--- config.mk ---
export PLATFORM = sky130hd
export DESIGN_NAME = pi_txn_frontend
export DESIGN_NICKNAME = d
export VERILOG_FILES = /design/src/rtl/pi_txn_frontend.sv
export SDC_FILE = /design/constraint.sdc
export NUM_CORES = 1
export LEC_CHECK = 0
export CAP_MARGIN = 15
export CORE_MARGIN = 1.5
export CORE_UTILIZATION = 42
export DETAILED_ROUTE_END_ITERATION = 12
export HOLD_SLACK_MARGIN = 0.08
export PLACE_DENSITY_LB_ADDON = 0.1
export SYNTH_ARGS = -nofsm -noshare
export SYNTH_HDL_FRONTEND = slang
export SYNTH_SLANG_ARGS = --single-unit
export TNS_END_PERCENT = 10
--- constraint.sdc ---
create_clock -name PI_CLK -period 4.1 [get_ports PI_CLK]
set_clock_uncertainty 0.2 [all_clocks]
set_input_delay 0.82 -clock PI_CLK [delete_from_list [all_inputs] [get_ports PI_CLK]]
set_output_delay 0.82 -clock PI_CLK [all_outputs]
set_load 0.01 [all_outputs]
--- src/rtl/pi_txn_frontend.sv ---
// rtl/pi_txn_frontend.sv - Pi register front end: strobe decode, bus descriptor handshake, status and watchdog
module pi_txn_frontend #(
  parameter int SYNC_STAGES    = 2,
  parameter int TIMEOUT_CYCLES = 4096,
  parameter int TO_WIDTH       = 13
) (
  input  logic        PI_CLK,
  input  logic        PI_RST,
  input  logic [1:0]  PI_A,
  input  logic        PI_RD,
  input  logic        PI_WR,
  input  logic [15:0] PI_D_IN,
  output logic [15:0] PI_D_OUT,
  output logic        PI_D_OE,
  output logic        BUS_REQ,
  output logic        BUS_RW,
  output logic        BUS_UDS_n,
  output logic        BUS_LDS_n,
  input  logic        BUS_START,
  input  logic        BUS_DONE,
  input  logic        BUS_BERR,
  input  logic [2:0]  IPL_IN,
  input  logic        IPL_SAMPLE,
  output logic        TXN_IN_PROGRESS,
  output logic        IPL_CHANGED,
  output logic [15:0] STATUS_CTRL
);

  typedef enum logic [1:0] {IDLE, ADDR, REQ, ACTIVE} state_t;

  state_t state, state_nxt;

  logic [SYNC_STAGES-1:0] rd_sync, wr_sync;
  logic                   rd_prev, wr_prev;
  logic                   rd_rise, wr_rise;
  logic [TO_WIDTH-1:0]    wd_cnt;
  logic [2:0]             ipl;
  logic                   a0, overrun, timeout, berr;

  always_ff @(posedge PI_CLK) begin
    if (PI_RST) begin
      rd_sync <= '0;
      wr_sync <= '0;
      rd_prev <= 1'b0;
      wr_prev <= 1'b0;
    end else begin
      rd_sync <= {rd_sync[SYNC_STAGES-2:0], PI_RD};
      wr_sync <= {wr_sync[SYNC_STAGES-2:0], PI_WR};
      rd_prev <= rd_sync[SYNC_STAGES-1];
      wr_prev <= wr_sync[SYNC_STAGES-1];
    end
  end

  assign rd_rise = rd_sync[SYNC_STAGES-1] & ~rd_prev;
  assign wr_rise = wr_sync[SYNC_STAGES-1] & ~wr_prev;
  assign PI_D_OE = PI_RD && (PI_A == 2'd3);

  logic wr_lo, wr_hi, wr_ctrl, rd_status, can_issue, on_bus;
  logic start_ok, done_ok, wd_expire, timeout_fire;
  logic [15:0] status_word;

  assign wr_lo     = wr_rise && (PI_A == 2'd1);
  assign wr_hi     = wr_rise && (PI_A == 2'd2);
  assign wr_ctrl   = wr_rise && (PI_A == 2'd3);
  assign rd_status = rd_rise && (PI_A == 2'd3);
  assign can_issue = (state == IDLE) || (state == ADDR);
  assign on_bus    = (state == REQ) || (state == ACTIVE);
  assign start_ok  = (state == REQ) && BUS_START;
  assign done_ok   = (state == ACTIVE) && BUS_DONE;
  // The budget runs from request to completion; a handshake on the expiry cycle beats the abort.
  assign wd_expire    = on_bus && (wd_cnt >= TO_WIDTH'(TIMEOUT_CYCLES - 1));
  assign timeout_fire = wd_expire && !start_ok && !done_ok;

  assign status_word = {ipl, IPL_CHANGED, overrun, timeout, berr,
                        state != IDLE, STATUS_CTRL[7:0]};

  always_ff @(posedge PI_CLK) begin
    if (PI_RST) state <= IDLE;
    else        state <= state_nxt;
  end

  always_comb begin
    state_nxt = state;
    case (state)
      IDLE, ADDR: begin
        if (wr_hi)      state_nxt = REQ;
        else if (wr_lo) state_nxt = ADDR;
      end
      REQ: begin
        if (BUS_START)      state_nxt = ACTIVE;
        else if (wd_expire) state_nxt = IDLE;
      end
      ACTIVE: begin
        if (BUS_DONE)       state_nxt = IDLE;
        else if (wd_expire) state_nxt = IDLE;
      end
      default: state_nxt = IDLE;
    endcase
  end

  always_ff @(posedge PI_CLK) begin
    if (PI_RST) begin
      BUS_REQ         <= 1'b0;
      BUS_RW          <= 1'b1;
      BUS_UDS_n       <= 1'b1;
      BUS_LDS_n       <= 1'b1;
      TXN_IN_PROGRESS <= 1'b0;
      IPL_CHANGED     <= 1'b0;
      STATUS_CTRL     <= '0;
      PI_D_OUT        <= '0;
      ipl             <= '0;
      a0              <= 1'b0;
      overrun         <= 1'b0;
      timeout         <= 1'b0;
      berr            <= 1'b0;
      wd_cnt          <= '0;
    end else begin
      if (can_issue && wr_lo) begin
        a0              <= PI_D_IN[0];
        TXN_IN_PROGRESS <= 1'b1;
      end
      if (can_issue && wr_hi) begin
        BUS_RW          <= PI_D_IN[9];
        BUS_UDS_n       <= PI_D_IN[8] ? a0 : 1'b0;
        BUS_LDS_n       <= PI_D_IN[8] ? ~a0 : 1'b0;
        BUS_REQ         <= 1'b1;
        TXN_IN_PROGRESS <= 1'b1;
        wd_cnt          <= '0;
      end else if (on_bus && (wd_cnt != '1)) begin
        wd_cnt <= wd_cnt + TO_WIDTH'(1);
      end
      if (start_ok) BUS_REQ <= 1'b0;
      if (done_ok || timeout_fire) begin
        BUS_REQ         <= 1'b0;
        TXN_IN_PROGRESS <= 1'b0;
        BUS_RW          <= 1'b1;
        BUS_UDS_n       <= 1'b1;
        BUS_LDS_n       <= 1'b1;
      end
      if (wr_ctrl)    STATUS_CTRL <= PI_D_IN;
      if (IPL_SAMPLE) ipl         <= IPL_IN;
      if (rd_status)  PI_D_OUT    <= status_word;
      // Sticky flags: a set on the read cycle outranks the read-clear.
      IPL_CHANGED <= (IPL_SAMPLE && (IPL_IN != ipl)) || (IPL_CHANGED && !rd_status);
      overrun     <= (on_bus && (wr_lo || wr_hi)) || (overrun && !rd_status);
      timeout     <= timeout_fire || (timeout && !rd_status);
      berr        <= ((state == ACTIVE) && BUS_BERR) || (berr && !rd_status);
    end
  end

endmodule

-- Yosys cells after proc, flatten, opt, wreduce, memory -nomap -nowiden
Index checks and enable logic that the tools add are counted.
- add/sub/neg operators: 1
- order comparisons: 1
- eq/ne operators: 9
- multiplexer cells: 10
- bitwise logic cells: 5
- reduce and logical (&&, ||, !) cells: 38
- operators by type and width (kind ; number):
    logical AND 1 bit ; 20
    adder 13 x 1 -> 13 bit, second input constant ; 1
    greater-or-equal comparator 13 x 12 -> 1 bit, second input constant ; 1
    != test 13 bit, second input constant ; 1
    two-way mux 2 bit ; 5
    == test 2 bit, second input constant ; 4
    logical OR 1 bit ; 8
    one-hot mux 2 bit (3 select lines) ; 1
    OR reduction 2 bit ; 3
    == test 2 x 1 -> 1 bit, second input constant ; 2
    two-way mux 1 bit ; 4
    nonzero test 2 bit ; 2
    zero test 1 bit ; 3
    != test 3 bit ; 1
    != test 3 bit, second input constant ; 1
    NOT 1 bit ; 3
    OR reduction 3 bit ; 1
    AND 1 bit ; 2
    zero test 2 bit ; 1
- register bits: 66
- output and inout port bits: 39
- word-level logic and storage cells: 83

-- Longest topological paths before layout
- depth in word-level cells: 7
- depth in mapped cells: 6

-- Least setup slack after synthesis
No wires, ideal clock.
- kind: input to output
- start: in PI_A[0]
- end: out PI_D_OE
- arrival: 1262 ps
- data required time: 3080 ps
- path slack: 1818 ps
- stages on the path: 2
- path buffers: 1
- cells stage by stage: clkbuf_1 and3_1
- word-level cells in the longest chain between the ends: 2
- ends and longest elaborated chain (item ; line ; text):
    from (decl) ; 9 ; input logic [1:0] PI_A,
    == test 2 bit ; 56 ; assign PI_D_OE = PI_RD && (PI_A == 2'd3);
    logical AND 1 bit ; 56 ;
    to (decl) ; 14 ; output logic PI_D_OE,
Every way passes these cells.

-- Final worst setup path
- start: in PI_A[1]
- end: out PI_D_OE
Same word-level chain as after synthesis.

==> summary.md <==
| Metric | Value |
|---|---|
| Setup_tns | `0 ns` |
| Slew Viols, Final | `0` |
| CTS Buf Count | `9` |
| GRT Total Usage | `18.9%` |
| Synth Flop Type | `dfxtp_1` |
| Critical path type | `in -> out` |
| Die height | `82.2 µm` |
| Bufs on Longest Clock Path | `2` |
| Combinational group share of total power | `7.5%` |
| Pwr Density | `357 mW/mm²` |
| Clk pwr share | `38.6%` |
| Inst Count DP | `435` |
| Wire per inst | `13.0 µm` |
| Antenna Cells | `0` |
| Cell depth of the worst setup path | `3` |
| CTS clk-pin slew, worst paths | `0.07 ns` |
| Tcrit/Tclk final | `78.1%` |
| Switch share | `22.9%` |
| Final total power | `1.23 mW` |
| Hpwl dp | `3.86 mm` |
| Mapped cell area | `0.00264 mm²` |
| Crit path time final | `3.20 ns` |
| Setup Buffers After CTS | `0` |
| Worst path cell trace | `clkdlybuf4s50_1, and3_1, clkdlybuf4s50_1` |
| Port bufs | `67` |
| GR Layer Usage met1 | `25.2%` |
| # DRC | `0` |
| Most numerous cell in the Yosys netlist | `nand2_1` |
| Io pins | `68` |
| Synth warn | `0` |
| Final nets | `401` |
| Routed WL | `5.85 mm` |
| Final hold violations | `0` |
| Post-Syn Nets | `344` |
| # rows | `28` |
| M2 GR Usage | `28.3%` |
| Max-cap violations | `0` |
| Reg2Reg Depth | `5` |
| Req. time, crit path | `3.08 ns` |
| Seq/Total Area, Yosys | `50.1%` |
| Setup crit start kind | `input pin` |
| Worst vdd ir | `0.214 mV` |
| Most Used Layer, Global Route | `met2` |
| Largest net degree at the start of global routing | `52` |
| Type of the worst min-delay path | `reg -> reg` |
| Seq cells post-synth | `66` |
| RSZ-0062 raised after global routing | `no` |
| Detailed Routing Iterations Pass 1 | `5` |
| Post-Layout Inst Area | `0.00346 mm²` |
| Initial DRC count | `102` |
| Non-filler instance count after layout | `450` |
| Sequential power share | `53.8%` |
| M3 GR Usage | `5.05%` |
| Placed Instance Area | `0.00329 mm²` |
| Ys async rst share | `0%` |
| Synth top cells by count | `nand2_1 (77), dfxtp_1 (66), a21oi_1 (43)` |
| Crit path top cell by count | `clkdlybuf4s50_1` |
| DRT antenna net count | `0` |
| Slowest stage cell, crit path | `clkdlybuf4s50_1` |
| Post-synth EDFFs | `0` |
| First-pass GRT wire length | `9.50 mm` |
| Layout cells sized above 1 | `5.60%` |
| Cell accounting for the most synthesized area | `dfxtp_1` |
| Final setup vio count | `0` |
| Area Overhead vs Synth | `31.1%` |
| Crit path max fanout | `9` |
| Die Wd | `82.2 µm` |
| F_max | `312 MHz` |
| Net Switching | `0.282 mW` |
| Post-cts sizing count | `0` |
| CP arrival | `2.18 ns` |
| TritonCTS clock tree | `done` |
| Avg Synthesized Cell Area | `8.40 µm²` |
| Gp weighted congestion | `0.734` |
| Hold Path Stages | `1` |
| Worst path bufs/invs | `2` |
| Status | `finished, final reports clean` |
| Share of the synthesized area in the top cell type | `50.1%` |
| Ranking of synthesized cells by area | `dfxtp_1 (50%), nand2_1 (11%), a21oi_1 (8.2%), nand3_1 (2.8%), buf_4 (2.3%)` |
| Via density | `5.07` |
| Die ar. | `0.00676 mm²` |
| Worst skew pair latency | `0.33 ns` |
| CTS Sinks | `66` |
| CP Capture Type | `output pin` |
| H-tree depth | `3` |
| Rel. slew slack | `38.2%` |
| Remaining Overflow, GRT | `0` |
| Slowest cell delay on critical path | `0.63 ns` |
| Int Power | `0.951 mW` |
| Lkg Pwr | `1.22 nW` |
| Initial core utilization | `44.0%` |
| Root buf cell | `clkbuf_8` |
| Placeable Area | `0.00599 mm²` |
| Post-Synthesis Cells | `314` |
| Number of global-route vias before repair | `2006` |
| Vias | `2281` |
| Reg2Reg Setup Slack | `1.95 ns` |
| Post-CTS Hold Buffers | `0` |
| Initial antenna violation count | `0` |
| Worst slew pin tran | `0.927 ns` |
| Yosys cell types | `42` |
| Largest delay share family, worst path | `buffers and inverters` |
[power groups by stage]
stage | Combinational [mW] | Clock, mW | Sequential [mW]
final | 0.0929 | 0.477 | 0.664
after global routing | 0.102 | 0.526 | 0.665
after CTS | 0.0940 | 0.492 | 0.664
after detailed placement | 0.0933 | 0 | 0.678
after global placement | 0.0929 | 0 | 0.678
after floorplan | 0.0421 | 0 | 0.678
[registers in the layout, summed over array words and instances (netlist names), 2 cells and up]
signal	count
ipl	3
state	2
STATUS_CTRL	16
PI_D_OUT	16
wr_sync	2
wd_cnt	13
rd_sync	2
[final cells by class]
class | instances | area (µm²)
well taps | 75 | 93.8
fillers | 539 | 2530
clock inverters | 3 | 15.0
repair buffers | 70 | 688
clock buffers | 12 | 155
flip-flops and latches | 66 | 1320
inverters | 3 | 11.3
multi-input cells | 221 | 1170
[path summary, 6_finish.rpt]
check / from / end
max reg2reg: wd_cnt[0] / wd_cnt[11]
max: PI_A[1] / PI_D_OE
min: rd_sync[0] / rd_sync[1]
min reg2reg: rd_sync[0] / rd_sync[1]
[logic make-up (layout without fill, tap and decap cells)]
group,count (synthesis),in the layout,synth area share [%]
adders and majority gates,1,1,0.474
xor gates and xnor gates,5,5,1.66
buffers and inverters,27,88,5.46
AOI/OAI and AO/OA,72,72,16.2
and+or+nand+nor,139,139,24.6
muxes,4,4,1.52
DFF,66,66,50.1
[metal layers]
layer | up-vias | wire length (µm)
met4 | 0 | 120
met3 | 16 | 287
met1 | 1023 | 2870
met2 | 59 | 2580
met5 | - | 0
li1 | 1183 | -
[cells in the final DEF, fill, tap and decap left out, types with 4 or more instances in the layout]
master,Yosys,layout
a21oi_1,43,43
clkbuf_8,0,11
clkdlybuf4s50_1,0,66
dfxtp_1,66,66
mux2i_1,4,4
nand2_1,77,77
nand3_1,15,15
nor2_1,12,12
nor2b_1,7,7
o21ai_0,10,10
or3_1,7,7
xor2_1,5,5
[stage by stage]
step | hold slack, ns | util, % | setup WS, ns
after floorplan | 0.214 | - | 1.82
after global placement | 0.217 | 54.9 | 0.917
after detailed placement | 0.229 | 54.9 | 0.902
after CTS | 0.238 | 57.7 | 0.898
after global routing | 0.260 | 57.7 | 0.846
final | 0.235 | 57.7 | 0.897
(Power assumes the default switching activity.)
